[config.mk]
export PLATFORM = sky130hd
export DESIGN_NAME = updown_mod_counter
export DESIGN_NICKNAME = d
export VERILOG_FILES = /design/src/rtl/updown_mod_counter.sv
export SDC_FILE = /design/constraint.sdc
export NUM_CORES = 1
export LEC_CHECK = 0
export ABC_AREA = 1
export ABC_CLOCK_PERIOD_IN_PS = 2300
export BUFFER_PORTS_ARGS = -buffer_cell sky130_fd_sc_hd__buf_2
export CORE_AREA = 2 2 44 46
export DETAILED_ROUTE_END_ITERATION = 16
export DIE_AREA = 0 0 46 48
export PLACE_DENSITY = 0.39
export SLEW_MARGIN = 5
export SYNTH_ARGS = -nofsm -noshare
export SYNTH_HDL_FRONTEND = slang
export SYNTH_SLANG_ARGS = --single-unit
[constraint.sdc]
create_clock -name clk -period 2.3 [get_ports clk]
set_clock_uncertainty 0.1 [all_clocks]
set_input_delay 0.345 -clock clk [delete_from_list [all_inputs] [get_ports clk]]
set_output_delay 0.345 -clock clk [all_outputs]
set_load 0.01 [all_outputs]
[src/rtl/updown_mod_counter.sv]
// updown_mod_counter: modulo-MODULUS up/down counter with a TICK_DIV step
// prescaler, synchronous clamped load, and registered step/wrap strobes that
// can drive the en of the next digit when counters are chained.
module updown_mod_counter #(
  parameter int unsigned WIDTH    = 3,
  parameter int unsigned MODULUS  = 6,
  parameter int unsigned TICK_DIV = 4
) (
  input  logic             clk,
  input  logic             rst_n,
  input  logic             en,
  input  logic             up_down,
  input  logic             load,
  input  logic [WIDTH-1:0] load_val,
  output logic [WIDTH-1:0] count,
  output logic             step,
  output logic             wrap
);

  localparam int unsigned PRE_W = (TICK_DIV > 1) ? $clog2(TICK_DIV) : 1;
  localparam logic [WIDTH-1:0] CNT_MAX = WIDTH'(MODULUS - 1);
  localparam logic [PRE_W-1:0] PRE_MAX = PRE_W'(TICK_DIV - 1);

  // Refuse to elaborate with a modulus or divider the counter cannot honour
  if ((MODULUS < 2) || (64'(MODULUS) > (64'(1) << WIDTH)) || (TICK_DIV < 1)) begin : g_param_check
    $fatal(1, "updown_mod_counter: illegal MODULUS/WIDTH/TICK_DIV combination");
  end

  logic [WIDTH-1:0] count_q, count_d;
  logic [PRE_W-1:0] pre_q,   pre_d;
  logic             step_q,  step_d;
  logic             wrap_q,  wrap_d;

  // Next-state: load beats an enabled prescaler advance; strobes default low
  always_comb begin
    count_d = count_q;
    pre_d   = pre_q;
    step_d  = 1'b0;
    wrap_d  = 1'b0;
    if (load) begin
      // Out-of-range load values clamp to the top of the count range
      if (32'(load_val) >= 32'(MODULUS)) begin
        count_d = CNT_MAX;
      end else begin
        count_d = load_val;
      end
      pre_d = '0;
    end else if (en) begin
      if (pre_q == PRE_MAX) begin
        pre_d  = '0;
        step_d = 1'b1;
        if (up_down) begin
          if (count_q == CNT_MAX) begin
            count_d = '0;
            wrap_d  = 1'b1;
          end else begin
            count_d = count_q + WIDTH'(1);
          end
        end else begin
          if (count_q == '0) begin
            count_d = CNT_MAX;
            wrap_d  = 1'b1;
          end else begin
            count_d = count_q - WIDTH'(1);
          end
        end
      end else begin
        pre_d = pre_q + PRE_W'(1);
      end
    end
  end

  // State register with synchronous active-low reset
  always_ff @(posedge clk) begin
    if (!rst_n) begin
      count_q <= '0;
      pre_q   <= '0;
      step_q  <= 1'b0;
      wrap_q  <= 1'b0;
    end else begin
      count_q <= count_d;
      pre_q   <= pre_d;
      step_q  <= step_d;
      wrap_q  <= wrap_d;
    end
  end

  assign count = count_q;
  assign step  = step_q;
  assign wrap  = wrap_q;

endmodule

==> out/results.ini <==
[outcome]
status = complete, no violations

[die]
boundaryPins = 13
die_x_um = 46
core_region_area_um2 = 1690
num_rows = 15
design.die.area_um2 = 2210
die_y_um = 48
start_util_pct = 23.7

[global_route]
grt-ovfl-total = 0
grt_pass1_vias = 372
busiest_layer = met2
grt_pass1_wl_um = 1510
grt_util_met2_pct = 16.1
grt_max_degree = 7
groute.usage.overall_pct = 10.3
antenna_found_initial = 0
use_met3_pct = 5.66
met1_usage_pct = 11.2

[clocking]
cts-buffers-inserted = 3
cts.clk_slew.worst_paths_ns = 0.05
clockRootBuffer = clkbuf_4
htreeDepth = 1
clockBufferDepth = 2
cts_resized = 0
insertion_delay_ns = 0.25
cts_setup_buffers = 0
hold_buffers = 0
tritoncts = built
clock-sinks = 7

[worst_setup_path]
cp_max_fo = 6
crit_required_ns = 2.34
cp_data_arrival_time_ns = 1.37
start_kind = flop
critical_path_class = reg -> reg
worst_setup_path_end_kind = flop

[timing]
finalMaxSlewViolations = 0
period_needed_ns = 1.33
setup_viol = 0
finalWorstSetupSlack_ns = 0.971
rsz0062_at_grt = no
hold_viol = 0
max_freq_mhz = 752
slew_headroom_pct = 83.8
max_slew.worst_pin.slew_ns = 0.242
final.period_utilization_pct = 57.8
tns_ns = 0

[yosys]
synthTopCellsByArea = dfxtp_1 (35%), nand2_1 (13%), nor2_1 (9.4%)
synth_warnings = 0
ys_types = 17
syn-num-nets = 72
synth_cells = 62
synth_top_area_share_pct = 35.0
syn_area_per_cell_um2 = 6.46
syn_area_um2 = 400
synth_top_area_cell = dfxtp_1
ys_ff_latch = 7
ys_seq_area_share_pct = 35.0

[pwr]
p_leak_nw = 0.278
vdd_ir_drop_max_mv = 0.200
power_density_nw_per_um2 = 589

[layout]
nNetsFinal = 89
drive_gt1_share_pct = 25.6
diodes = 0
final_common_cell = nand2_1
syn_to_final_growth_pct = 26.9
fin_util_pct = 30.1
fin_cells = 95
final_cell_mix = nand2_1 (14), buf_2 (12), nor2_1 (10)

[place]
hpwl_um = 741
gp_congestion = 0.771
portBuffers = 12
dp_slack_ns = 0.965
placed_cells = 91

[drt]
first_pass_iters = 4
finalWirelength_um = 917
post_drt_via_cell_ratio = 4.47
ant_nets = 0
wl_per_cell_um = 9.65
drt-initial-drc-count = 4
num_vias = 425
remaining_drc_errors = 0

[flow_run]
cap_violations = 0

[worst_hold_path]
hp-class = in -> reg

## layer usage
layer  routed length [um]  part of all wire [%]  vias up
met5                    0                     0        -
met4                    0                     0        0
met3                   43                   4.7        0
met2                  431                    47        8
met1                  442                    48      187
li1                     -                     -      230
## report_power, final
part           switching, mW  total (mW)  internal, mW  leakage [nW]
combinational         0.0319      0.0548        0.0229         0.206
sequential           0.00653       0.133         0.126        0.0573
clock                 0.0454       0.112        0.0662        0.0150
## final cells by class
class | count | area [um2]
Inverter | 10 | 37.5
Fill cell | 206 | 1180
Timing Repair Buffer | 12 | 60.1
Clock buffer | 4 | 26.3
Sequential cell | 7 | 140
Multi-Input combinational cell | 45 | 223
Tap cell | 17 | 21.3
## per-stage QoR
stage / total power [mW] / instance area [um2] / hold slack, ns
floorplan: 0.171 / 400 / 0.343
finish: 0.299 / 508 / 0.249
CTS: 0.308 / 508 / 0.235
global route: 0.324 / 508 / 0.252
global placement: 0.193 / 482 / 0.359
detailed placement: 0.191 / 482 / 0.363
## critical path, stage by stage (launching register included)
cell     delay, ns
dfxtp_1       0.45
nor2_2        0.08
ha_1          0.27
nor2_1        0.04
nor2_1        0.08
nand2_1       0.06
o21ai_1       0.07
a21oi_1       0.07
## kinds of logic (layout without fill, tap and decap cells)
kind of cell	after synthesis	after routing	synth area share, %
AND/OR/NAND/NOR	30	30	30.9
AO/OA/AOI/OAI	13	13	18.4
buffers and inverters	10	26	9.37
flip-flops	7	7	35.0
adder cells (fa/ha/maj)	2	2	6.25
## synth_stat cells (all sizes together)
library cell	number
nand2	16
nor2	11
inv	10
dfxtp	7
a21oi	6
o21ai	4
ha	2
nor3	2
a31oi	1
nand3	1
o21a	1
o22ai	1
## state kept, by name, indices dropped and copies added, names as in the netlist
register and flops:
count 3, pre_q 2, step 1, wrap 1
## path summary, 6_finish.rpt
path	from	endpoint	slack, ns	cells past startpoint
min reg2reg	pre_q[1]	pre_q[1]	0.37	2
max	count[0]	count[2]	0.97	7
max reg2reg	count[0]	count[2]	0.97	7
min	rst_n	count[0]	0.25	2
(Power assumes the default switching activity.)
